`config.mk`:
```
export PLATFORM = sky130hd
export DESIGN_NAME = detector_window_averager
export DESIGN_NICKNAME = d
export VERILOG_FILES = /design/src/rtl/detector_window_averager.sv
export SDC_FILE = /design/constraint.sdc
export NUM_CORES = 1
export LEC_CHECK = 0
export ABC_AREA = 1
export BUFFER_PORTS_ARGS = -buffer_cell sky130_fd_sc_hd__buf_4
export CAP_MARGIN = 20
export CELL_PAD_IN_SITES_DETAIL_PLACEMENT = 1
export CELL_PAD_IN_SITES_GLOBAL_PLACEMENT = 2
export CORE_ASPECT_RATIO = 0.9
export CORE_UTILIZATION = 32
export CTS_BUF_LIST = sky130_fd_sc_hd__clkbuf_2 sky130_fd_sc_hd__clkbuf_4 sky130_fd_sc_hd__clkbuf_8
export DETAILED_ROUTE_END_ITERATION = 6
export PLACE_DENSITY = 0.81
export RECOVER_POWER = 50
export SLEW_MARGIN = 20
export SYNTH_ARGS = -nofsm -noshare
export SYNTH_HDL_FRONTEND = slang
export SYNTH_SLANG_ARGS = --single-unit
```
`constraint.sdc`:
```
create_clock -name clk -period 2.7 [get_ports clk]
set_input_delay 0.405 -clock clk [delete_from_list [all_inputs] [get_ports clk]]
set_output_delay 0.405 -clock clk [all_outputs]
set_load 0.03 [all_outputs]
```
`src/rtl/detector_window_averager.sv`:
```
// Averages detector samples over 2**LOG2_WIN-sample windows, compares each
// average to a threshold and holds the result in a one-entry valid/ready buffer.
module detector_window_averager #(
   parameter int SAMPLE_W   = 12,
   parameter int LOG2_WIN   = 4,
   parameter bit CONTINUOUS = 1'b1
) (
   input  logic                clk,
   input  logic                rst_n,
   input  logic                start,
   input  logic                stop,
   input  logic                samp_valid,
   input  logic [SAMPLE_W-1:0] samp_data,
   input  logic [SAMPLE_W-1:0] thresh,
   output logic                res_valid,
   input  logic                res_ready,
   output logic [SAMPLE_W-1:0] res_avg,
   output logic                res_hit,
   output logic                busy,
   output logic                overrun
);

   localparam int ACC_W = SAMPLE_W + LOG2_WIN;

   typedef enum logic {
      IDLE  = 1'b0,
      ACCUM = 1'b1
   } state_t;

   state_t              state_q, state_d;
   logic [ACC_W-1:0]    acc_q, acc_d;
   logic [LOG2_WIN-1:0] cnt_q, cnt_d;
   logic                res_valid_q, res_valid_d;
   logic [SAMPLE_W-1:0] res_avg_q, res_avg_d;
   logic                res_hit_q, res_hit_d;
   logic                overrun_q, overrun_d;

   logic [ACC_W-1:0]    sum;
   logic [SAMPLE_W-1:0] avg;
   logic                pop;
   logic                take;
   logic                complete;

   assign sum  = acc_q + ACC_W'(samp_data);
   assign avg  = sum[ACC_W-1:LOG2_WIN];
   assign pop  = res_valid_q & res_ready;
   // stop and start both pre-empt sample intake in the same cycle
   assign take = (state_q == ACCUM) & samp_valid & ~start & ~stop;
   assign complete = take & (&cnt_q);

   always_comb begin
      state_d     = state_q;
      acc_d       = acc_q;
      cnt_d       = cnt_q;
      res_valid_d = res_valid_q & ~pop;
      res_avg_d   = res_avg_q;
      res_hit_d   = res_hit_q;
      overrun_d   = overrun_q;

      if (stop) begin
         state_d = IDLE;
         acc_d   = '0;
         cnt_d   = '0;
      end else if (start) begin
         state_d   = ACCUM;
         acc_d     = '0;
         cnt_d     = '0;
         overrun_d = 1'b0;
      end else if (complete) begin
         acc_d   = '0;
         cnt_d   = '0;
         state_d = CONTINUOUS ? ACCUM : IDLE;
      end else if (take) begin
         acc_d = sum;
         cnt_d = cnt_q + 1'b1;
      end

      if (complete) begin
         if (!res_valid_q || pop) begin
            res_valid_d = 1'b1;
            res_avg_d   = avg;
            res_hit_d   = (avg >= thresh);
         end else begin
            overrun_d = 1'b1;
         end
      end
   end

   always_ff @(posedge clk or negedge rst_n) begin
      if (!rst_n) begin
         state_q     <= IDLE;
         acc_q       <= '0;
         cnt_q       <= '0;
         res_valid_q <= 1'b0;
         res_avg_q   <= '0;
         res_hit_q   <= 1'b0;
         overrun_q   <= 1'b0;
      end else begin
         state_q     <= state_d;
         acc_q       <= acc_d;
         cnt_q       <= cnt_d;
         res_valid_q <= res_valid_d;
         res_avg_q   <= res_avg_d;
         res_hit_q   <= res_hit_d;
         overrun_q   <= overrun_d;
      end
   end

   assign res_valid = res_valid_q;
   assign res_avg   = res_avg_q;
   assign res_hit   = res_hit_q;
   assign overrun   = overrun_q;
   assign busy      = (state_q == ACCUM);

endmodule

```
* After elaboration in Yosys (flattened, before gate mapping) *
Cells that the tools add are included.

storage, ports and cells
  input port bits = 30
  output and inout port bits = 16
  register bits after elaboration = 36
  word-level logic and storage cells = 42

cells by class
  add/subtract/negate cells = 2
  mux-type cells = 17
  $lt $le $gt $ge = 1
  reductions and logical operators = 6
  bitwise operators = 9

operators by type and width
  operator                                                        number
  16-bit two-way mux                                              4
  16-bit by 12-bit adder with 16-bit output                       1
  4-bit two-way mux                                               4
  12-bit >= comparator                                            1
  1-bit two-way mux                                               9
  1-bit AND                                                       6
  4-bit by 1-bit adder with 4-bit output (second input constant)  1
  4-bit AND reduction                                             1
  4-bit nonzero test                                              1
  1-bit NOT                                                       3
  3-bit nonzero test                                              1
  2-bit AND reduction                                             1
  1-bit zero test                                                 1
  1-bit logical OR                                                1

* Depth between registers and ports, before layout *
Gate-level depths: netlist of the first run.

  depth in word-level cells = 7
  depth in mapped cells = 18
  gate-level depth less buffers = 18

* Least setup slack after synthesis of the first run *
OpenSTA, ideal clock, no wires.

  path kind = input-to-reg
  start = input port samp_data[0]
  end = register res_hit_q, in the netlist res_hit
  arrival time = 2.348 ns
  required time = 2.635 ns
  path buffers = 0
  cell stages on the path = 18
  library setup time = 0.065 ns
  slack = 0.287 ns
  cell sequence = ha_1 > inv_1 > fa_1 > inv_1 > nand4_1 > nand2_1 > nand2_1 > nand2_1 > nand2_1 > and2_1 > ha_1 > nand2_1 > nor2_1 > and2_1 > nand2_1 > nand4_1 > nand2_1 > nand2_1

on the way
  cells in the longest elaborated chain, start to end = 2

RTL lines
  item                                       line  RTL
  start, declared                            13    input logic [SAMPLE_W-1:0] samp_data,
  16-bit by 12-bit adder with 16-bit output  44    assign sum = acc_q + ACC_W'(samp_data);
  via sum[14]                                38    logic [ACC_W-1:0] sum;
  12-bit >= comparator                       82    res_hit_d = (avg >= thresh);
  end signal, assigned                       104   res_hit_q <= res_hit_d;
  end, declared                              35    logic res_hit_q, res_hit_d;

The timed path passes the listed nets, and every way through them passes these cells.
A chain may end at the register's enable or synchronous reset.

* Worst setup path after layout of the first run *
  start = register acc_q[0]
  end = register res_hit_q, in the netlist res_hit

on the way
  cells in the longest elaborated chain, start to end = 2

RTL lines
  item                                       line  RTL
  start, declared                            31    logic [ACC_W-1:0] acc_q, acc_d;
  start signal, assigned                     92    acc_q <= '0;
  start signal, assigned                     100   acc_q <= acc_d;
  16-bit by 12-bit adder with 16-bit output  44
  via sum[14]                                38
  12-bit >= comparator                       82

The timed path passes the listed nets, and every way through them passes these cells.

==> flow_summary_export.csv, run 1 <==
group,metric,value,unit
run_status,outcome,"finished, violations left",
run_status,violations,"capacitance limit, slew limit",
detailed_routing,route.detailed.drc,0,
setup_path,cp_top_family,"simple AND/OR/NAND/NOR gates",
sta,tightest_slew,2.06,ns
detailed_routing,wl_per_cell,14.6,um
global_route,grt_first_pass_wirelength,13000,um
logic_synthesis,synth_cells,374,
sta,layout_min_cycle_time,2.50,ns
sta,worst_clock_skew,0.00536,ns
place,port_buffers,45,
logic_synthesis,synth_top_area_cell,"dfrtp_1",
setup_path,reg2reg_to,"res_hit",
logic_synthesis,syn-num-nets,430,
clock_network,h-tree-depth,2,
logic_synthesis,yosysMostFrequentCell,"nand2_1",
logic_synthesis,synth_edf_count,0,
floorplanning,start_util,33.9,%
floorplanning,rows,30,
sta,slew_headroom,-37.1,%
logic_synthesis,synth.area.top_cells,"dfrtp_1 (34%), nand2_1 (20%), ha_1 (12%)",
setup_path,crit_start,"acc_q[0]",
setup_path,crit_path_frequent_cell,"nand2_1",
setup_path,path_cells,"ha_2, inv_1, fa_2, inv_2, nand4_1, nand2_2, nand2_1, nand2_1, nand2_1, and2_1, ha_1, nand2_1, nor2_2, and2_1, nand2_1, nand4_1, nand2_1, nand2_1",
detailed_routing,vias,2539,
layout,layout-drive-gt1-share,23.4,%
logic_synthesis,ys_warn_count,0,
setup_path,critPathLaunchType,"register",
setup_path,end_kind,"register",
sta,rsz0062_at_grt,"false",
power,power_density,355,mW/mm2
sta,drv_slew,37,
place,dpl_cell_area,0.00320,mm2
setup_path,worstPathArrival,2.74,ns
clock_network,cts_tree,"built",
detailed_routing,routed_wl,7950,um
logic_synthesis,ys.flop_type,"dfrtp_1",
layout,area_delta_synth_final,32.2,%
sta,finalCritPeriodShare,92.4,%
logic_synthesis,ys_seq_elements,36,
hold_path,min_from,"stop",
detailed_routing,first_pass_iters,4,
clock_network,clk_pin_slew_worst_paths,0.08,ns
sta,hold_viol,0,
setup_path,cp_max_fo,3,
detailed_routing,drt_iter0_drc,75,
floorplanning,dieArea,0.00855,mm2
floorplanning,die_w,97.4,um
sta,setup_viol,0,
logic_synthesis,async_flop_share,100,%
clock_network,clock-sinks,36,
sta,tns,0,ns
setup_path,required,2.94,ns
hold_path,hp-class,"in -> reg",
setup_path,crit_type,"reg -> reg",
floorplanning,core,0.00773,mm2
clock_network,cts_inserted_buffers,5,
place,dp_hpwl,6240,um
sta,max_freq,0.401,GHz
logic_synthesis,synthDistinctLibCells,29,
run,cap_violations,1,
global_route,overflow,0,
setup_path,crit_slowest_cell,"dfrtp_1",
layout,antenna_cells,0,
logic_synthesis,seq_area_frac_synth,34.4,%
detailed_routing,ant_nets,0,
setup_path,r2r-start,"acc_q[0]",
sta,setup_slack,0.204,ns
global_route,grt_pass1_vias,2643,
setup_path,slowest_delay,0.36,ns
setup_path,crit_buf_inv,2,
place,post-place-ws,-0.116,ns
floorplanning,io_pins,46,
place,place.gp.congestion,0.820,
layout,design_area,0.00346,mm2
setup_path,reg2reg_depth,18,
clock_network,cts_root_buf,"clkbuf_8",
floorplanning,die_h,87.8,um
power,p_leak,1.93,nW
logic_synthesis,yosys-top-cells-count,"nand2_1 (140), inv_1 (60), dfrtp_1 (36)",
logic_synthesis,syn_avg_cell_area,7.01,um2
clock_network,clock_latency,0.30,ns
layout,finalCoreUtilization,44.8,%
detailed_routing,via_per_inst,4.66,
global_route,antenna_found_initial,0,
power,peakVddDrop,0.150,mV
clock_network,cts_buffer_depth,2,
layout,final_nets,504,
logic_synthesis,synth_top_area_share,34.4,%
global_route,grt_max_degree,37,
setup_path,endpoint,"res_hit",
setup_path,crit_cells,18,
global_route,track_usage,19.4,%
setup_path,r2r_setup_slack,0.20,ns
power,p_total,0.00123,W
logic_synthesis,synth_area,0.00262,mm2
clock_network,ctsHoldBuffers,0,
placed cells by master (no fill, tap or decap), types with 2 or more instances in the layout:
master | synthesis | final
nand2_1 | 140 | 135
buf_4 | 0 | 68
inv_1 | 60 | 58
dfrtp_1 | 36 | 36
nand3_1 | 28 | 26
ha_1 | 25 | 16
nor2_1 | 16 | 15
a21oi_1 | 15 | 13
and2_1 | 11 | 10
ha_4 | 0 | 8
o21ai_0 | 8 | 7
nand2_2 | 0 | 5
clkbuf_8 | 0 | 5
nand4_1 | 4 | 4
nor3_1 | 5 | 4
inv_2 | 1 | 3
nand3_2 | 1 | 3
xnor2_1 | 3 | 3
xor2_1 | 3 | 3
o22ai_1 | 3 | 3
clkbuf_1 | 0 | 3
a21oi_2 | 0 | 2
or2_0 | 1 | 2
nor2_2 | 1 | 2
clkbuf_4 | 0 | 2
registers in the layout, indices dropped and copies added, names as in the netlist:
| register | flops |
|---|---|
| acc_q | 16 |
| busy | 1 |
| cnt_q | 4 |
| overrun | 1 |
| res_avg | 12 |
| res_hit | 1 |
| res_valid | 1 |
repair_timing:
item                       CTS  global route
resized for setup            1            26
buffers inserted             0             6
pin swaps                    0             4
setup endpoints to repair    1             1
power by group:
part	switching (W)	leakage [nW]	internal [W]
combinational	0.000131	1.38	0.000110
clock	0.000228	0.0493	0.000205
sequential	0.00000857	0.500	0.000549
total	0.000367	1.93	0.000864
per-stage QoR:
stage / hold slack (ns) / cells
floorplan: 0.109 / 374
CTS: 0.0797 / 539
detailed placement: 0.408 / 531
finish: 0.270 / 545
global route: 0.266 / 545
global placement: 0.414 / 531
worst register-to-register path: stages, from the launching register on:
cell and delay (ns):
dfrtp_1 0.36, ha_2 0.19, inv_1 0.05, fa_2 0.35, inv_2 0.07, nand4_1 0.12
nand2_2 0.11, nand2_1 0.08, nand2_1 0.08, nand2_1 0.06, and2_1 0.15, ha_1 0.27
nand2_1 0.07, nor2_2 0.13, and2_1 0.14, nand2_1 0.05, nand4_1 0.07, nand2_1 0.05
nand2_1 0.06
area by class of cell:
cell class	count	area [um2]
Fill cell	1006	4270
Multi-Input combinational cell	273	1600
Sequential cell	36	901
Timing Repair Buffer	71	522
Inverter	61	229
Tap cell	96	120
Clock buffer	7	83.8
Clock inverter	1	8.76
cells by family (layout without fill, tap and decap cells):
family,Yosys count,after routing,share of synthesized area (%)
xor gates and xnor gates,6,6,2.01
and+or+nand+nor,213,213,35.2
adders and majority gates,26,26,12.7
buffers and inverters,65,140,9.98
AOI/OAI and AO/OA,28,28,5.73
DFF,36,36,34.4
metal layers:
metal  up-vias  track usage, %  routed length, um
li1       1311               -                  -
met1      1189            27.5               4230
met2        32            30.8               3450
met3         7            3.35                193
met4         0            4.55                 74
met5         -               0                  0
worst min-delay path by stage:
stage | slack, ns | cells past startpoint | endpoint
floorplan | 0.11 | 0 | acc_q[0]
global placement | 0.41 | 1 | overrun
detailed placement | 0.41 | 1 | overrun
CTS | 0.08 | 1 | overrun
global route | 0.27 | 2 | busy
finish | 0.27 | 2 | busy
Note: power is estimated with default switching activity, not from simulation.
==> run 2, diff against run 1 <==
--- a/config.mk
+++ b/config.mk
@@ -12,8 +12,8 @@
 export CELL_PAD_IN_SITES_GLOBAL_PLACEMENT = 2
 export CORE_ASPECT_RATIO = 0.9
-export CORE_UTILIZATION = 32
+export CORE_UTILIZATION = 29
 export CTS_BUF_LIST = sky130_fd_sc_hd__clkbuf_2 sky130_fd_sc_hd__clkbuf_4 sky130_fd_sc_hd__clkbuf_8
 export DETAILED_ROUTE_END_ITERATION = 6
-export PLACE_DENSITY = 0.81
+export PLACE_DENSITY = 0.77
 export RECOVER_POWER = 50
 export SLEW_MARGIN = 20
==> constraint.sdc (replaced) <==
create_clock -name clk -period 2.2 [get_ports clk]
set_input_delay 0.22 -clock clk [delete_from_list [all_inputs] [get_ports clk]]
set_output_delay 0.22 -clock clk [all_outputs]
set_load 0.03 [all_outputs]
==> run 2 against run 1 <==
Against the previous run:
- die area up 10%
- highest routed layer unchanged
- first-iteration DRC count up 4.0%
- the flow finishes with violations (setup timing)
- cell count is 7.7% higher
- core utilization fell by 1.7 points
- critical endpoint unchanged
- clock skew is essentially flat
==> flow_summary_export.csv, run 2 (synthesis gave the netlist of run 1 again) <==
group,metric,value,unit
run_status,outcome,"finished, violations left",
run_status,violations,"setup timing",
global_route,grt_pass1_vias,2830,
floorplanning,start_util,30.3,%
setup_path,worstPathArrival,2.72,ns
power,peakVddDrop,0.216,mV
detailed_routing,routed_wl,8390,um
setup_path,end_kind,"register",
floorplanning,die_h,92.2,um
sta,tns,-0.282,ns
power,p_leak,2.05,nW
power,pwr-share-seq,41.6,%
setup_path,reg2reg_depth,18,
detailed_routing,via_per_inst,4.56,
setup_path,crit_type,"reg -> reg",
setup_path,cp_top_family,"simple AND/OR/NAND/NOR gates",
clock_network,clock-sinks,36,
clock_network,cts_inserted_buffers,5,
global_route,track_usage,19.9,%
global_route,overflow,0,
floorplanning,core,0.00865,mm2
power,power_density,440,mW/mm2
setup_path,path_cells,"ha_2, inv_2, fa_2, inv_2, nand4_1, nand2_2, nand2_2, nand2_2, nand2_2, and2_4, ha_4, nand2_4, nor2_4, and2_4, nand2_2, nand4_1, nand2_1, nand2_1",
run,cap_violations,0,
sta,finalCritPeriodShare,113,%
hold_path,hold_path_depth,2,
detailed_routing,wl_per_cell,14.3,um
floorplanning,io_pins,46,
floorplanning,dieArea,0.00942,mm2
global_route,grt_first_pass_wirelength,14200,um
power,p_clk_share,38.1,%
floorplanning,rows,32,
layout,antenna_cells,0,
global_route,antenna_found_initial,0,
clock_network,cts_root_buf,"clkbuf_8",
power,switching_share,29.0,%
setup_path,crit_path_frequent_cell,"nand2_2",
setup_path,critPathLaunchType,"register",
layout,largest_register,"acc_q",
global_route,grt_max_degree,37,
setup_path,slowest_delay,0.39,ns
place,place.gp.congestion,0.772,
detailed_routing,first_pass_iters,4,
sta,holdWs,0.0831,ns
place,port_buffers,45,
setup_path,crit_cells,18,
layout,nFillCells,1118,
layout,layout_commonest_cell,"nand2_1",
layout,multi_input_area,0.00168,mm2
sta,setup_slack,-0.282,ns
clock_network,cts_buffer_depth,2,
detailed_routing,route.detailed.drc,0,
clock_network,clock_latency,0.30,ns
layout,layout-drive-gt1-share,30.3,%
layout,area_delta_synth_final,42.3,%
layout,layout_common_cells,"nand2_1 (125), buf_4 (84), inv_1 (58)",
setup_path,required,2.44,ns
detailed_routing,ant_nets,0,
power,switchingPower,0.000476,W
sta,hold_viol,0,
sta,drv_slew,0,
clock_network,cts_tree,"built",
sta,tightest_slew,1.03,ns
setup_path,cp_max_fo,3,
place,dp_hpwl,6530,um
sta,max_freq,0.403,GHz
place,dpl_cell_area,0.00338,mm2
sta,setup_viol,1,
clock_network,h-tree-depth,2,
floorplanning,die_w,102,um
clock_network,clk_pin_slew_worst_paths,0.09,ns
layout,design_area,0.00373,mm2
detailed_routing,vias,2677,
setup_path,crit_buf_inv,2,
power,intPower,0.00117,W
setup_path,crit_slowest_cell,"fa_2",
layout,regArea,901,um2
sta,layout_min_cycle_time,2.48,ns
sta,slew_headroom,31.1,%
sta,rsz0062_at_grt,"true",
detailed_routing,drt_iter0_drc,78,
layout,final_nets,523,
layout,finalCoreUtilization,43.1,%
power,power_frac_comb,20.3,%
layout,largest_reg_flops,16,
hold_path,hp-class,"in -> reg",
sta,worst_clock_skew,0.00570,ns
## run 2: cell types whose count changed in the layout (fill, tap and decap cells not counted), sizes merged
cell / change
clkinvlp: +1
buf: +16
dlygate4sd3: +1
bufinv: +1
## run 2: routing by layer
layer | part of all wire, % | track usage (%) | vias to the layer above
met5 | 0 | 0 | -
met4 | 1.0 | 5.71 | 0
met3 | 2.4 | 2.29 | 4
met2 | 43 | 30.8 | 35
met1 | 53 | 28.8 | 1288
li1 | - | - | 1350
## run 2: path summary, 6_finish.rpt
path,from,slack [ns],to
worst max-delay path,acc_q[0],-0.28,res_hit
worst min-delay path,stop,0.08,busy
worst max register to register,acc_q[0],-0.28,res_hit
worst min register to register,res_avg[9],0.49,res_avg[9]
max in group asynchronous,rst_n,0.92,acc_q[12]
min in group asynchronous,rst_n,0.65,res_avg[1]
## run 2: layout make-up
cell class	count	share of cell area, %
Inverter	61	6.14
Tap cell	119	3.99
Clock inverter	3	1.14
Timing Repair Buffer	90	17.7
Clock buffer	5	1.85
Sequential cell	36	24.2
Multi-Input combinational cell	273	45.0
## run 2: per-stage QoR
stage | total power [W] | setup WS (ns) | cells
floorplan | 0.000837 | -0.0765 | 374
global placement | 0.000985 | -0.319 | 573
detailed placement | 0.000995 | -0.358 | 573
CTS | 0.00165 | -0.280 | 585
global route | 0.00173 | -0.457 | 587
finish | 0.00164 | -0.282 | 587
## run 2: power by group through the flow
stage / clock network (W) / registers [W] / logic, W
after floorplan: 0 / 0.000695 / 0.000142
after global placement: 0 / 0.000694 / 0.000291
after detailed placement: 0 / 0.000695 / 0.000301
after CTS: 0.000650 / 0.000683 / 0.000317
after global routing: 0.000665 / 0.000686 / 0.000376
final: 0.000626 / 0.000683 / 0.000333
## run 2: timing repair
item,in CTS,in global routing
resized for setup,21,24
pin swaps,10,12
buffers inserted,3,2
hold endpoints to repair,36,0
hold buffers,1,0
endpoints found under the setup margin,1,1
==> run 3, diff against run 2 <==
CELL_PAD_IN_SITES_DETAIL_PLACEMENT = not set   (was 1)
CELL_PAD_IN_SITES_GLOBAL_PLACEMENT = not set   (was 2)
CORE_UTILIZATION = 53   (was 29)
PLACE_DENSITY = 0.78   (was 0.77)
==> run 3 against run 2 <==
Against the previous run:
- the run still ends with setup timing left
- largest power group unchanged
- highest routed layer unchanged
- non-clock buffer count down 4
- final area down 0.64%
- critical endpoint unchanged
- core utilization up 37 points
- largest cell class unchanged
- die area down 44%
- clock power down 3.2%
- flip-flop and latch count unchanged
- sequential power about the same
- cell count down 10%
- register-to-register slack worse by 0.04 ns
==> flow_summary_export.csv, run 3 (synthesis gave the netlist of run 1 again) <==
group,metric,value,unit
clock_network,h-tree-depth,2,
clock_network,cts_tree,"built",
setup_path,worstPathArrival,2.73,ns
setup_path,crit_type,"reg -> reg",
sta,max_freq,0.396,GHz
setup_path,cp_max_fo,4,
sta,drv_slew,0,
sta,slew_headroom,36.6,%
detailed_routing,drt_iter0_drc,247,
hold_path,hp-class,"in -> reg",
global_route,track_usage,31.1,%
floorplanning,die_h,68.7,um
setup_path,critPathLaunchType,"register",
setup_path,cp_top_family,"simple AND/OR/NAND/NOR gates",
sta,finalCritPeriodShare,115,%
place,post-place-ws,-0.379,ns
layout,layout-drive-gt1-share,32.3,%
sta,tns,-0.324,ns
sta,layout_min_cycle_time,2.52,ns
power,power_density,447,mW/mm2
setup_path,end_kind,"register",
sta,tightest_slew,0.951,ns
clock_network,cts_buffer_depth,2,
clock_network,cts_root_buf,"clkbuf_8",
setup_path,path_cells,"ha_4, or2_1, nand3_1, nand2_2, nand2_1, nand3b_1, and2_1, ha_1, nand2_2, nor2_4, and2_1, nand2_1, nand4_1, nand2_1, nand2_1",
sta,hold_viol,0,
floorplanning,start_util,56.9,%
clock_network,cts_inserted_buffers,5,
detailed_routing,wl_per_cell,15.3,um
run,cap_violations,0,
layout,layout_commonest_cell,"nand2_1",
layout,largest_reg_flops,16,
sta,setup_viol,1,
place,port_buffers,45,
floorplanning,rows,23,
detailed_routing,route.detailed.drc,0,
sta,setup_slack,-0.324,ns
detailed_routing,ant_nets,0,
global_route,antenna_found_initial,0,
sta,rsz0062_at_grt,"true",
global_route,grt_first_pass_wirelength,12500,um
clock_network,clock-sinks,36,
floorplanning,core,0.00460,mm2
layout,area_delta_synth_final,41.4,%
layout,layout_common_cells,"nand2_1 (122), buf_4 (80), inv_1 (57)",
run_status,violations,"setup timing",
place,dp_hpwl,5210,um
clock_network,clk_pin_slew_worst_paths,0.08,ns
floorplanning,die_w,76.1,um
floorplanning,io_pins,46,
setup_path,crit_slowest_cell,"dfrtp_1",
global_route,grt_max_degree,37,
setup_path,crit_path_frequent_cell,"nand2_1",
global_route,overflow,0,
detailed_routing,routed_wl,8070,um
power,peakVddDrop,0.402,mV
floorplanning,dieArea,0.00523,mm2
detailed_routing,vias,2818,
power,p_leak,2.03,nW
clock_network,clock_latency,0.30,ns
layout,antenna_cells,0,
layout,nFillCells,309,
place,post-place-cells,512,
setup_path,crit_buf_inv,0,
place,place.gp.congestion,0.908,
layout,final_nets,519,
setup_path,required,2.40,ns
sta,worst_clock_skew,0.00854,ns
global_route,grt_pass1_vias,2725,
detailed_routing,first_pass_iters,5,
layout,fin_cells,526,
detailed_routing,via_per_inst,5.36,
run_status,outcome,"finished, violations left",
layout,largest_register,"acc_q",
setup_path,slowest_delay,0.41,ns
-- run 3: cell types whose count changed in the layout (fill, tap and decap cells not counted), sizes merged --
cell	change
buf	-4
-- run 3: layout make-up --
| class | instances | area, um2 | area share (%) |
|---|---|---|---|
| clock buffers | 5 | 68.8 | 1.86 |
| inverters | 61 | 229 | 6.18 |
| multi-input cells | 273 | 1760 | 47.4 |
| clock inverters | 3 | 42.5 | 1.15 |
| repair buffers | 86 | 631 | 17.0 |
| flip-flops and latches | 36 | 901 | 24.3 |
| well taps | 62 | 77.6 | 2.09 |
-- run 3: power breakdown --
group          leakage, nW  internal (W)  switching, W
Clock               0.0541      0.000336      0.000270
Combinational         1.47      0.000173      0.000194
Sequential           0.500      0.000673     0.0000102
-- run 3: path summary, 6_finish.rpt --
path | start | to | depth (start not counted) | slack (ns)
hold reg to reg | res_avg[7] | res_avg[7] | 2 | 0.49
max in group asynchronous | rst_n | acc_q[3] | 2 | 1.02
setup / recovery | acc_q[2] | res_hit | 15 | -0.32
setup reg to reg | acc_q[2] | res_hit | 15 | -0.32
hold / removal | stop | busy | 2 | 0.10
min in group asynchronous | rst_n | res_avg[8] | 2 | 0.60
-- run 3: per-layer routing --
layer	wire, um	track usage [%]	vias up
met4	167	12.0	0
met5	0	0	-
li1	-	-	1351
met3	641	6.32	20
met2	3880	55.0	131
met1	3380	38.5	1316
-- run 3: through the flow --
step	power (W)	area, um2	hold WS (ns)	utilization (%)
floorplan	0.000837	2640	-0.0756	-
global placement	0.000974	3280	0.219	71.3
detailed placement	0.000985	3280	0.213	71.3
CTS	0.00161	3590	0.103	78.1
global route	0.00171	3700	0.109	80.5
finish	0.00166	3700	0.101	80.5
-- run 3: repair_timing --
item	CTS	global route
buffers inserted	4	1
endpoints found under the setup margin	1	1
hold buffers	1	0
pin swaps	19	16
gates resized for setup	34	25
endpoints found under the hold margin	36	0
